**config.mk**
```make
export PLATFORM = sky130hd
export DESIGN_NAME = sfu_wb_packer
export DESIGN_NICKNAME = d
export VERILOG_FILES = /design/src/rtl/sfu_pkg.sv /design/src/rtl/sync_fifo.sv /design/src/rtl/sfu_wb_packer.sv
export SDC_FILE = /design/constraint.sdc
export NUM_CORES = 1
export LEC_CHECK = 0
export CAP_MARGIN = 5
export CORE_ASPECT_RATIO = 0.9
export CORE_MARGIN = 5
export CORE_UTILIZATION = 59
export CTS_BUF_LIST = sky130_fd_sc_hd__clkbuf_8
export DETAILED_ROUTE_END_ITERATION = 8
export PLACE_DENSITY = 0.93
export SLEW_MARGIN = 20
export SYNTH_ARGS = -nofsm -noshare
export SYNTH_HDL_FRONTEND = slang
export SYNTH_SLANG_ARGS = --single-unit
```
**constraint.sdc**
```tcl
create_clock -name clk -period 8.3 [get_ports clk]
set_input_delay 1.66 -clock clk [delete_from_list [all_inputs] [get_ports clk]]
set_output_delay 1.66 -clock clk [all_outputs]
set_load 0.01 [all_outputs]
```
**src/rtl/sfu_pkg.sv**
```systemverilog
// Shared types and constants for the SFU write-back packer: FSM states, lane
// counts and the requantization helper shared by the datapath.
package sfu_pkg;

  typedef enum logic [1:0] {
    IDLE,
    COLLECT,
    DRAIN
  } state_t;

  localparam int LANES_INT8  = 4;
  localparam int LANES_INT16 = 2;

  localparam logic signed [16:0] INT8_MIN = -17'sd128;
  localparam logic signed [16:0] INT8_MAX = 17'sd127;

  // Round-half-up arithmetic right shift; 17 bits hold x + 2^14 without overflow.
  function automatic logic signed [16:0] requant(input logic [15:0] x, input logic [3:0] s);
    logic signed [16:0] xe;
    logic signed [16:0] bias;
    xe   = {x[15], x};
    bias = (s == 4'd0) ? 17'sd0 : (17'sd1 <<< (s - 4'd1));
    return (xe + bias) >>> s;
  endfunction

endpackage

```
**src/rtl/sync_fifo.sv**
```systemverilog
// Synchronous FIFO with full/empty flags; a pop frees a slot for a push in the
// same cycle even when full.
module sync_fifo #(
  parameter int WIDTH = 36,
  parameter int DEPTH = 4
) (
  input  logic                     clk,
  input  logic                     rst,
  input  logic                     push,
  input  logic [WIDTH-1:0]         push_data,
  input  logic                     pop,
  output logic [WIDTH-1:0]         head,
  output logic                     full,
  output logic                     empty,
  output logic [$clog2(DEPTH):0]   count
);

  localparam int AW = $clog2(DEPTH);

  logic [WIDTH-1:0] mem [DEPTH];
  logic [AW-1:0]    rd_ptr;
  logic [AW-1:0]    wr_ptr;
  logic             do_push;
  logic             do_pop;

  assign empty   = (count == '0);
  assign full    = (count == (AW+1)'(DEPTH));
  assign do_pop  = pop && !empty;
  assign do_push = push && (!full || do_pop);
  assign head    = mem[rd_ptr];

  always_ff @(posedge clk) begin
    if (do_push) mem[wr_ptr] <= push_data;
  end

  always_ff @(posedge clk) begin
    if (rst) begin
      rd_ptr <= '0;
      wr_ptr <= '0;
      count  <= '0;
    end else begin
      if (do_push) wr_ptr <= wr_ptr + 1'b1;
      if (do_pop)  rd_ptr <= rd_ptr + 1'b1;
      if (do_push && !do_pop)      count <= count + 1'b1;
      else if (!do_push && do_pop) count <= count - 1'b1;
    end
  end

endmodule

```
**src/rtl/sfu_wb_packer.sv**
```systemverilog
// SFU write-back stage: requantizes the int16 result stream, packs it into
// 32-bit words and writes them to the scratchpad through a small FIFO.
module sfu_wb_packer
  import sfu_pkg::*;
#(
  parameter int ADDR_W     = 12,
  parameter int FIFO_DEPTH = 4,
  parameter int LEN_W      = 6
) (
  input  logic              clk,
  input  logic              rst,
  input  logic              start,
  input  logic [LEN_W-1:0]  cfg_len,
  input  logic [ADDR_W-1:0] cfg_base_addr,
  input  logic [3:0]        cfg_shift,
  input  logic              cfg_int8,
  input  logic [31:0]       in_data,
  input  logic              in_valid,
  output logic              wr_en,
  output logic [ADDR_W-1:0] wr_addr,
  output logic [31:0]       wr_data,
  output logic [3:0]        wr_strb,
  input  logic              wr_ready,
  output logic              busy,
  output logic              done,
  output logic              overflow
);

  localparam int CW = $clog2(FIFO_DEPTH) + 1;

  state_t            state;
  state_t            next_state;
  logic [LEN_W-1:0]  len_q;
  logic [LEN_W-1:0]  elem_cnt;
  logic [3:0]        shift_q;
  logic              int8_q;
  logic [31:0]       pack_data;
  logic [3:0]        pack_strb;

  logic signed [16:0] y;
  logic [7:0]        elem8;
  logic [15:0]       elem16;
  logic [1:0]        lane;
  logic [1:0]        top_lane;
  logic [31:0]       merged_data;
  logic [3:0]        merged_strb;
  logic              consume;
  logic              is_last;
  logic              word_done;
  logic              drain_done;

  logic              push;
  logic              pop;
  logic [35:0]       fifo_head;
  logic              fifo_full;
  logic              fifo_empty;
  logic [CW-1:0]     fifo_count;

  // Element datapath: requantize, pick the lane and merge into the pack word.
  always_comb begin
    y = requant(in_data[15:0], shift_q);
    if (y > INT8_MAX)      elem8 = INT8_MAX[7:0];
    else if (y < INT8_MIN) elem8 = INT8_MIN[7:0];
    else                   elem8 = y[7:0];
    elem16   = y[15:0];
    lane     = int8_q ? elem_cnt[1:0] : {1'b0, elem_cnt[0]};
    top_lane = int8_q ? 2'(LANES_INT8 - 1) : 2'(LANES_INT16 - 1);

    merged_data = pack_data;
    merged_strb = pack_strb;
    if (int8_q) begin
      merged_data[{lane, 3'b000} +: 8] = elem8;
      merged_strb[lane]                = 1'b1;
    end else begin
      merged_data[{lane[0], 4'b0000} +: 16] = elem16;
      merged_strb[{lane[0], 1'b0} +: 2]     = 2'b11;
    end

    consume   = (state == COLLECT) && in_valid;
    is_last   = (elem_cnt == len_q);
    word_done = consume && ((lane == top_lane) || is_last);
  end

  assign push       = word_done;
  assign pop        = !fifo_empty && wr_ready;
  // The final pop of this cycle counts as drained.
  assign drain_done = fifo_empty || (pop && fifo_count == CW'(1));

  sync_fifo #(
    .WIDTH(36),
    .DEPTH(FIFO_DEPTH)
  ) u_fifo (
    .clk      (clk),
    .rst      (rst),
    .push     (push),
    .push_data({merged_strb, merged_data}),
    .pop      (pop),
    .head     (fifo_head),
    .full     (fifo_full),
    .empty    (fifo_empty),
    .count    (fifo_count)
  );

  always_ff @(posedge clk) begin
    if (rst) state <= IDLE;
    else     state <= next_state;
  end

  always_comb begin
    next_state = state;
    case (state)
      IDLE:    if (start) next_state = COLLECT;
      COLLECT: if (consume && is_last) next_state = DRAIN;
      DRAIN:   if (drain_done) next_state = IDLE;
      default: next_state = IDLE;
    endcase
  end

  always_comb begin
    busy    = (state != IDLE);
    done    = (state == DRAIN) && drain_done;
    wr_en   = !fifo_empty;
    wr_data = fifo_empty ? 32'd0 : fifo_head[31:0];
    wr_strb = fifo_empty ? 4'd0  : fifo_head[35:32];
  end

  always_ff @(posedge clk) begin
    if (rst) begin
      len_q     <= '0;
      elem_cnt  <= '0;
      shift_q   <= '0;
      int8_q    <= 1'b0;
      pack_data <= '0;
      pack_strb <= '0;
      overflow  <= 1'b0;
      wr_addr   <= '0;
    end else if (state == IDLE && start) begin
      len_q     <= cfg_len;
      shift_q   <= cfg_shift;
      int8_q    <= cfg_int8;
      elem_cnt  <= '0;
      pack_data <= '0;
      pack_strb <= '0;
      overflow  <= 1'b0;
      wr_addr   <= cfg_base_addr;
    end else begin
      if (consume) begin
        elem_cnt <= elem_cnt + 1'b1;
        if (word_done) begin
          pack_data <= '0;
          pack_strb <= '0;
        end else begin
          pack_data <= merged_data;
          pack_strb <= merged_strb;
        end
      end
      if (push && fifo_full && !pop) overflow <= 1'b1;
      if (pop) wr_addr <= wr_addr + 1'b1;
    end
  end

endmodule

```
==> results of run 1 <==
[cells in the final DEF, fill, tap and decap left out, types with 6 or more instances in the layout]
master / netlist / final
a211o_1: 7 / 7
a211oi_1: 26 / 26
a21o_1: 8 / 8
a21oi_1: 67 / 67
a221oi_1: 10 / 10
a22o_1: 21 / 21
a22oi_1: 14 / 14
a311oi_1: 6 / 6
a32oi_1: 19 / 19
and2_1: 51 / 51
buf_4: 0 / 17
clkbuf_8: 0 / 40
clkdlybuf4s50_1: 0 / 95
clkinv_1: 2 / 8
dfxtp_1: 77 / 76
edfxtp_1: 144 / 144
ha_1: 35 / 35
inv_1: 20 / 28
mux2i_1: 21 / 21
mux4_2: 39 / 39
nand2_1: 99 / 98
nand3_1: 20 / 20
nand4_1: 6 / 6
nor2_1: 113 / 112
nor2b_1: 6 / 6
nor3_1: 11 / 11
nor3b_1: 6 / 6
o21ai_0: 25 / 25
o31ai_1: 8 / 8
or3_1: 7 / 7
xnor2_1: 15 / 15
xor2_1: 22 / 22
[layout make-up]
type,instances,area [um^2]
flip-flops and latches,221,5870
clock inverters,22,106
multi-input cells,748,5500
repair buffers,112,1080
well taps,250,313
inverters,22,82.6
clock buffers,40,551
fillers,1364,5840
[report_power, final]
part           internal (uW)  switching [uW]  leakage (uW)
logic                    507             544       0.00253
registers               1240            33.3       0.00194
clock network            446             417      0.000369
[cells in the mapped netlist, types with 5 or more instances]
cell        n  share of area [%]
a311oi_1    6               0.45
nor3b_1     6               0.39
o21ai_0    25                1.1
a211o_1     7               0.52
nand4_1     6               0.32
and3_1      5               0.27
mux2_2      5               0.48
dfxtp_1    77                 13
buf_1       5               0.16
a22o_1     21                1.6
a32oi_1    19                1.4
o31ai_1     8               0.51
buf_2       5               0.21
inv_1      20               0.64
xnor2_1    15                1.1
a221oi_1   10               0.75
xor2_1     22                1.6
clkbuf_1   49                1.6
a22oi_1    14               0.90
nand2_1    99                3.2
a21oi_1    67                2.9
a31oi_1     5               0.27
o211ai_1    5               0.32
edfxtp_1  144                 37
nand3_1    20               0.86
or3_1       7               0.37
a21o_1      8               0.51
nor2b_1     6               0.32
and2_1     51                2.7
mux2i_1    21                1.8
nor3_1     11               0.47
ha_1       35                3.7
a211oi_1   26                1.7
mux4_2     39                7.5
nor2_1    113                3.6
[flip-flops by register name, indices dropped and copies added, names as in the netlist, 2 cells and up, named ones only]
register	flops
u_fifo.mem	144
wr_addr	12
u_fifo.rd_ptr	2
shift_q	4
len_q	6
elem_cnt	6
state	2
pack_strb	4
u_fifo.wr_ptr	2
u_fifo.count	3
pack_data	32
[logic make-up (layout without fill, tap and decap cells)]
logic type / after synthesis / after routing / share of synthesized area, %
and+or+nand+nor: 343 / 343 / 13.8
AOI/OAI and AO/OA: 265 / 265 / 16.5
DFF: 221 / 221 / 50.2
buffers and inverters: 83 / 196 / 2.85
muxes: 65 / 65 / 9.79
xor gates and xnor gates: 38 / 38 / 2.91
adders and majority gates: 36 / 36 / 3.92
other: 1 / 1 / 0.0321
[routing by layer]
layer  track usage, %  vias to the layer above  share of wire (%)
met2             40.4                      523                 47
met5                0                        -                  0
met1             32.7                     4324                 40
li1                 -                     4160                  -
met3             7.02                       85                 10
met4             7.18                        0                2.3
[stage by stage]
step	std cells	cell area (um^2)	util [%]	power, uW	hold WS, ns
finish	1415	13500	69.8	3190	0.470
CTS	1415	13500	69.8	3210	0.464
detailed placement	1353	12800	66.4	2350	0.456
floorplan	1052	11700	-	1920	0.440
global route	1415	13500	69.8	3360	0.490
global placement	1353	12800	66.4	2310	0.449
[how the worst min path moves through the flow]
stage,startpoint,to,slack (ns),cells past startpoint
floorplan,pack_data[16]$_SDFFE_PP0P_,pack_data[16]$_SDFFE_PP0P_,0.44,2
global placement,overflow$_SDFFE_PP0P_,overflow$_SDFFE_PP0P_,0.45,2
detailed placement,pack_data[6]$_SDFFE_PP0P_,pack_data[6]$_SDFFE_PP0P_,0.46,2
CTS,pack_data[6]$_SDFFE_PP0P_,pack_data[6]$_SDFFE_PP0P_,0.46,2
global route,len_q[2]$_SDFFE_PP0P_,len_q[2]$_SDFFE_PP0P_,0.49,2
finish,pack_data[6]$_SDFFE_PP0P_,pack_data[6]$_SDFFE_PP0P_,0.47,2
[critical path: stages, from the launching register on]
cell	delay [ns]
dfxtp_1	0.92
inv_1	0.45
nand2_1	0.38
nor2_1	0.17
ha_1	0.26
fa_1	0.43
a211oi_1	0.35
o211ai_2	0.19
and3_1	0.26
nor4b_2	0.35
nor2_1	0.16
o211ai_2	0.33
a211o_1	0.26
nand4b_1	0.17
o41ai_4	0.34
buf_4	0.32
and2_1	0.24
a221oi_1	0.12
nor2_1	0.37
==> impl_results.md, run 1 <==
* Yosys reg bits at 221
* Number of buffers created by CTS at 35
* First-pass GRT wire length at 45200 um
* Initial Utilization at 60.5%
* Vert. Die Dim at 144 um
* RePlAce Congestion at 0.963
* Cts hold-fix bufs at 0
* Setup ws final at 2.00 ns
* Max Cap Viol at 0
* Largest net degree at the start of global routing at 39
* Mapped cell area at 11700 um^2
* CTS tree: yes
* Skew final at 0.0185 ns
* Hold Fails Final Rpt at 0
* Std-Cell Core Area at 19300 um^2
* Required @ worst endpoint at 8.60 ns
* I/O pins at 112
* Number of flops mapped to enable cells by yosys at 144
* Chip Width at 158 um
* Full die area at 22700 um^2
* Number of inserted diodes at 0
* DR WL/cell at 19.8 um
* Slew at the pin with the worst max-slew slack at 1.11 ns
* Post-synthesis sequential area ratio at 50.2%
* # rows at 48
* R2R Setup Slk at 2.00 ns
* Drt total wl at 28000 um
* Fmax at 0.159 GHz
* Ys Warns at 0
* DRC marker count from the first detailed-route iteration at 1228
* Nets at 1236
* Final Cycle Share at 76.0%
* # H-tree levels at 2
* Post-synth cell types at 81
* Post-layout min period at 6.30 ns
* Lkg Pwr at 0.00483 uW
* Post-CTS resize count at 0
* FF-to-FF path depth at 18
* Total negative setup slack at 0 ns
* DR vias/cell at 6.43
* RSZ-0062 raised after global routing: no
* Crit path capture: u_fifo.mem[1][8]$_DFFE_PP_
* Clk_lat worst skew at 0.53 ns
* Initial antenna violation count at 1
* Arr. time, crit path at 6.61 ns
* RR Endpoint: u_fifo.mem[1][8]$_DFFE_PP_
* DR DRC count at 0
* Rel. slew slack at 26.2%
* Clock Tree Buf Depth at 3
* CP startpoint: shift_q[1]$_SDFFE_PP0P_
* DR vias at 9092
* Avg Cell Area, Syn at 11.1 um^2
* Vias in the first global route at 8822
* Clock Sinks at 221
* Global Route Usage Sum at 24.8%
* Slew Limit Fails at 0
* FF-to-FF Start: shift_q[1]$_SDFFE_PP0P_
* Startpoint Class: register
* PwrDens at 236 nW/um^2
* Synth Instances at 1052
* Setup Fix Bufs, Post-CTS at 0
* Clock root cell: clkbuf_8
* Worst-path maximum fanout at 26
* Status: finished clean
* DRT Pass-1 Iters at 7
* Detailed placement HPWL at 18900 um
* Synth-to-layout area growth at 15.5%
* Async set-reset flop share out of synthesis at 0%
* Hold WC Path Type: reg2reg
* Worst VDD drop at 0.199 mV
* Mapped Nets at 1148
* Pre-CTS setup slack at 1.92 ns
* Layout cells sized above 1 at 11.2%
* Ys flop type: edfxtp_1
* CP Class: reg2reg
* Number of port buffers at 95
* Detail Route Antenna Nets at 0
* Worst-path clk slew at 0.06 ns
* Final setup fails at 0
* GR Overflow Total at 0
* Critical Path Sink Type: register
Note: power is estimated with default switching activity, not from simulation.
==> run 2: changes to the inputs <==
CORE_UTILIZATION = 54   (was 59)
PLACE_DENSITY = 0.9   (was 0.93)
clock period = 5.7 ns   (was 8.3 ns; I/O delays follow)
==> run 2 against run 1 <==
Core utilization decreased by 5.7 points. Count of clock-buffer cells in the layout rose by 1. Final area grew 2.2%. Non-clock buffer count rose by 26. Largest cell class unchanged. Highest routed layer unchanged.
==> impl_results.md, run 2 (same netlist as run 1, synthesis figures left out) <==
* Critical Path Sink Type: register
* DRC marker count from the first detailed-route iteration at 1102
* CP startpoint: shift_q[2]$_SDFFE_PP0P_
* Number of port buffers at 95
* Most frequent cells in the layout: edfxtp_1, nor2_1, nand2_1
* Initial antenna violation count at 0
* Rel. slew slack at 32.2%
* Final Cycle Share at 93.0%
* Crit path capture: u_fifo.mem[2][12]$_DFFE_PP_
* Largest net degree at the start of global routing at 39
* Reg with most FFs: u_fifo.mem
* Hold_ws at 0.474 ns
* Initial Utilization at 54.4%
* DRT Pass-1 Iters at 6
* RePlAce Congestion at 0.951
* Number of buffers created by CTS at 36
* Final setup fails at 0
* Number of inserted diodes at 0
* Total negative setup slack at 0 ns
* Hold Fails Final Rpt at 0
* Max Cap Viol at 0
* Skew final at 0.0225 ns
* Clock root cell: clkbuf_8
* Detail Route Antenna Nets at 0
* Arr. time, crit path at 5.62 ns
* Synth-to-layout area growth at 18.0%
* CTS tree: yes
* Full die area at 24700 um^2
* # rows at 51
* Drt total wl at 28800 um
* # H-tree levels at 2
* Worst-path maximum fanout at 15
* Required @ worst endpoint at 6.02 ns
* Worst-path clk slew at 0.06 ns
* Clock Sinks at 221
* I/O pins at 112
* Hold WC Path Type: reg2reg
* DR vias/cell at 6.14
* Fmax at 0.189 GHz
* Global Route Usage Sum at 23.3%
* Slew Limit Fails at 0
* RR Endpoint: u_fifo.mem[2][12]$_DFFE_PP_
* Chip Width at 165 um
* Largest regs: u_fifo.mem x144, pack_data x32, wr_addr x12
* Vert. Die Dim at 150 um
* GR Overflow Total at 0
* Status: finished clean
* Startpoint Class: register
* Lkg Pwr at 0.00500 uW
* R2R Setup Slk at 0.40 ns
* FF-to-FF path depth at 18
* Nets at 1263
* CP Class: reg2reg
* DR DRC count at 0
* Commonest non-fill, non-tap cell in the layout: edfxtp_1
* Detailed placement HPWL at 19500 um
* FF-to-FF Start: shift_q[2]$_SDFFE_PP0P_
* PwrDens at 342 nW/um^2
* Worst VDD drop at 0.204 mV
* DR WL/cell at 19.4 um
* DR vias at 9121
* First-pass GRT wire length at 46000 um
* Clk_lat worst skew at 0.53 ns
* Layout cells sized above 1 at 13.1%
* Slew at the pin with the worst max-slew slack at 1.01 ns
* Max reg flops at 144
* Setup Fix Bufs, Post-CTS at 0
* Cts hold-fix bufs at 0
* Vias in the first global route at 8964
* RSZ-0062 raised after global routing: no
* Clock Tree Buf Depth at 3
* Std-Cell Core Area at 21500 um^2
* Post-layout min period at 5.30 ns
[run 2: cell count changes in the layout (fill, tap and decap cells not counted), sizes merged]
| cell | before | now |
|---|---|---|
| buf | 17 | 43 |
| clkbuf | 40 | 41 |
| clkinv | 12 | 8 |
| clkinvlp | 1 | 2 |
| inv | 31 | 36 |
[run 2: metrics by stage]
stage | std cells | worst slack (ns) | power (uW) | area [um^2] | util, %
after floorplan | 1052 | 0.998 | 2800 | 11700 | -
after global placement | 1420 | 0.110 | 3420 | 13100 | 60.9
after detailed placement | 1420 | 0.0229 | 3470 | 13100 | 60.9
after CTS | 1485 | 0.513 | 4750 | 13800 | 64.1
after global routing | 1485 | 0.0750 | 4960 | 13800 | 64.1
final | 1485 | 0.401 | 4720 | 13800 | 64.1
[run 2: critical path, cell delays in order (launching register included)]
cell and delay (ns):
dfxtp_1 0.31, inv_1 0.30, nand2_1 0.32, nor2_1 0.34, ha_1 0.28, fa_1 0.22, a211oi_1 0.10, o211ai_2 0.30
nand3_1 0.22, o22a_1 0.31, xor2_1 0.19, buf_12 0.17, a221oi_2 0.48, o221ai_1 0.20, o211ai_1 0.15, nor2_1 0.14
o31ai_1 0.62, a221oi_1 0.15, nor2_1 0.32
[run 2: final cells by class]
cell class / instances / area [um^2]
inverter: 22 / 82.6
sequential: 221 / 5870
clock inverter: 24 / 119
timing repair buffer: 138 / 1300
clock buffer: 41 / 564
tap: 291 / 364
fill: 1641 / 7710
multi-input combinational: 748 / 5500
[run 2: report_power, final]
group	internal, uW	switching (uW)	leakage (uW)
logic	776	777	0.00266
registers	1810	82.4	0.00194
clock network	667	608	0.000399
[run 2: worst min-delay path by stage]
stage	startpoint	endpoint	slack [ns]	cells past startpoint
after detailed placement	pack_data[6]$_SDFFE_PP0P_	pack_data[6]$_SDFFE_PP0P_	0.46	2
after global routing	overflow$_SDFFE_PP0P_	overflow$_SDFFE_PP0P_	0.50	2
final	len_q[4]$_SDFFE_PP0P_	len_q[4]$_SDFFE_PP0P_	0.47	2
after CTS	pack_data[6]$_SDFFE_PP0P_	pack_data[6]$_SDFFE_PP0P_	0.47	2
after floorplan	pack_data[16]$_SDFFE_PP0P_	pack_data[16]$_SDFFE_PP0P_	0.44	2
after global placement	pack_data[6]$_SDFFE_PP0P_	pack_data[6]$_SDFFE_PP0P_	0.45	2
[run 2: metal layers]
layer,vias up,routed length [um],global-route usage (%)
li1,4234,-,-
met1,4393,12200,32.6
met2,444,13600,37.1
met3,50,2420,4.74
met4,0,573,6.36
met5,-,0,0
[run 2: repair_timing]
| item | in CTS | in global routing |
|---|---|---|
| hold endpoints to repair | 0 | 0 |
| resized for setup | 0 | 1 |
| endpoints found under the setup margin | 0 | 19 |
==> run 3: changes to the inputs <==
CORE_UTILIZATION = 59   (was 54)
CTS_CLUSTER_DIAMETER = 150   (was unset)
PLACE_DENSITY = 0.93   (was 0.9)
clock period = 6 ns   (was 5.7 ns; I/O delays follow)
==> run 3 against run 2 <==
Sequential power decreased by 5%. Worst hold slack got worse by 0.0047 ns. Flip-flop and latch count unchanged. Largest power group unchanged. Core utilization increased by 7.0 points. Via count increased by 1.1%. Routed wire length increased by 0.80%. First-iteration DRC count decreased by 6.4%. Cell count decreased by 2.6%. Clock skew decreased by 0.0035 ns.
==> impl_results.md, run 3 (same netlist as run 1, synthesis figures left out) <==
* Total negative setup slack at 0 ns
* Hold Fails Final Rpt at 0
* Psw at 1400 uW
* I/O pins at 112
* DR vias at 9219
* Rel. slew slack at 31.9%
* Largest net degree at the start of global routing at 39
* Synth-to-layout area growth at 17.6%
* Critical Path Sink Type: register
* RePlAce Congestion at 0.934
* Detailed placement HPWL at 19500 um
* Lkg Pwr at 0.00502 uW
* Skew final at 0.0191 ns
* Worst-path clk slew at 0.06 ns
* Initial antenna violation count at 1
* CP Class: in2reg
* Vias in the first global route at 9170
* CP max-delay cell: clkdlybuf4s50_1
* Std-Cell Core Area at 19300 um^2
* P_int at 3120 uW
* Cts hold-fix bufs at 0
* Post-layout min period at 5.41 ns
* Startpoint Class: input port
* First-pass GRT wire length at 46600 um
* Final Cycle Share at 90.1%
* Number of inserted diodes at 0
* Clock share of power at 27.6%
* # H-tree levels at 2
* Nets at 1265
* Chip Width at 158 um
* Sequential power share at 39.7%
* Logic pwr share at 32.7%
* CTS tree: yes
* Status: finished clean
* Detail Route Antenna Nets at 0
* Arr. time, crit path at 5.71 ns
* Global Route Usage Sum at 25.7%
* Hold WC Path Type: reg2reg
* Critical-path cell list: clkdlybuf4s50_1 -> ha_1 -> fa_1 -> a211oi_1 -> o211ai_2 -> and3_1 -> nor4b_2 -> nor2_1 -> o211ai_2 -> a211o_1 -> nand4b_1 -> o41ai_4 -> buf_12 -> and2_1 -> a221oi_1 -> nor2_1
* Final setup fails at 0
* Max Cap Viol at 0
* DR WL/cell at 20.0 um
* Reg with most FFs: u_fifo.mem
* Required @ worst endpoint at 6.30 ns
* Fmax at 0.185 GHz
* Max reg flops at 144
* Setup Fix Bufs, Post-CTS at 0
* Sw Ratio at 30.9%
* Number of buffers created by CTS at 36
* Worst-path maximum fanout at 24
* Clock Sinks at 221
* # rows at 48
* Vert. Die Dim at 144 um
* Full die area at 22700 um^2
* Slew at the pin with the worst max-slew slack at 1.01 ns
* Max stage delay on crit path at 0.43 ns
* Layout cells sized above 1 at 12.8%
* Total Power at 4520 uW
* Clock Tree Buf Depth at 3
* Commonest non-fill, non-tap cell in the layout: edfxtp_1
* Largest regs: u_fifo.mem x144, pack_data x32, wr_addr x12
* Post-CTS resize count at 0
* RSZ-0062 raised after global routing: no
* Drt total wl at 29000 um
* PwrDens at 329 nW/um^2
* Number of port buffers at 95
* DRT Pass-1 Iters at 6
* Clk_lat worst skew at 0.53 ns
* Most frequent cells in the layout: edfxtp_1, nor2_1, nand2_1
* Worst VDD drop at 0.237 mV
* Slew Limit Fails at 0
* DR DRC count at 0
* DRC marker count from the first detailed-route iteration at 1031
* DR vias/cell at 6.38
* CP delay by family, top: compound AO/OA/AOI/OAI gates
* Initial Utilization at 60.5%
* Clock root cell: clkbuf_8
* Crit path buf inv count at 2
* GR Overflow Total at 0
## run 3: cell count changes in the layout (fill, tap and decap cells not counted), sizes merged
cell      previous run  this run
inv                 36        40
buf                 43        45
bufinv               0         2
clkinv               8         7
clkbuf              41        37
clkinvlp             2         1
## run 3: area by class of cell
class / count / area [um^2]
Clock buffer: 37 / 509
Clock inverter: 28 / 176
Fill cell: 1313 / 5590
Inverter: 22 / 82.6
Multi-Input combinational cell: 748 / 5500
Sequential cell: 221 / 5870
Tap cell: 250 / 313
Timing Repair Buffer: 140 / 1300
## run 3: worst paths after layout
check	start	endpoint	slack (ns)	cells past startpoint
min reg2reg	len_q[0]$_SDFFE_PP0P_	len_q[0]$_SDFFE_PP0P_	0.47	2
min	len_q[0]$_SDFFE_PP0P_	len_q[0]$_SDFFE_PP0P_	0.47	2
max reg2reg	shift_q[0]$_SDFFE_PP0P_	u_fifo.mem[3][8]$_DFFE_PP_	0.69	17
max	in_data[0]	u_fifo.mem[1][12]$_DFFE_PP_	0.59	16
## run 3: metrics by stage
| step | worst slack (ns) | hold slack [ns] | area [um^2] | std cells | utilization [%] |
|---|---|---|---|---|---|
| floorplan | 1.24 | 0.440 | 11700 | 1052 | - |
| global placement | 0.338 | 0.450 | 13100 | 1381 | 67.5 |
| detailed placement | 0.204 | 0.461 | 13100 | 1381 | 67.5 |
| CTS | 0.720 | 0.469 | 13700 | 1446 | 71.1 |
| global route | 0.406 | 0.485 | 13700 | 1446 | 71.1 |
| finish | 0.593 | 0.469 | 13700 | 1446 | 71.1 |
## run 3: metal layers
metal / vias up / wire length, um / part of all wire [%] / GRT usage [%]
met5: - / 0 / 0 / 0
met4: 0 / 643 / 2.2 / 7.00
met3: 74 / 2950 / 10 / 7.02
met1: 4412 / 11200 / 39 / 32.6
met2: 502 / 14200 / 49 / 43.7
li1: 4231 / - / - / -
## run 3: power groups by stage
stage | Sequential [uW] | Combinational, uW | Clock (uW)
global placement | 1820 | 1420 | 0
detailed placement | 1830 | 1470 | 0
finish | 1790 | 1480 | 1250
floorplan | 1780 | 879 | 0
global route | 1810 | 1600 | 1350
CTS | 1800 | 1480 | 1270
## run 3: worst min-delay path, delay by kind of cell (launching register included)
family          cells  cell delay, ns
flops               1            0.31
compound gates      1            0.05
simple gates        1            0.05
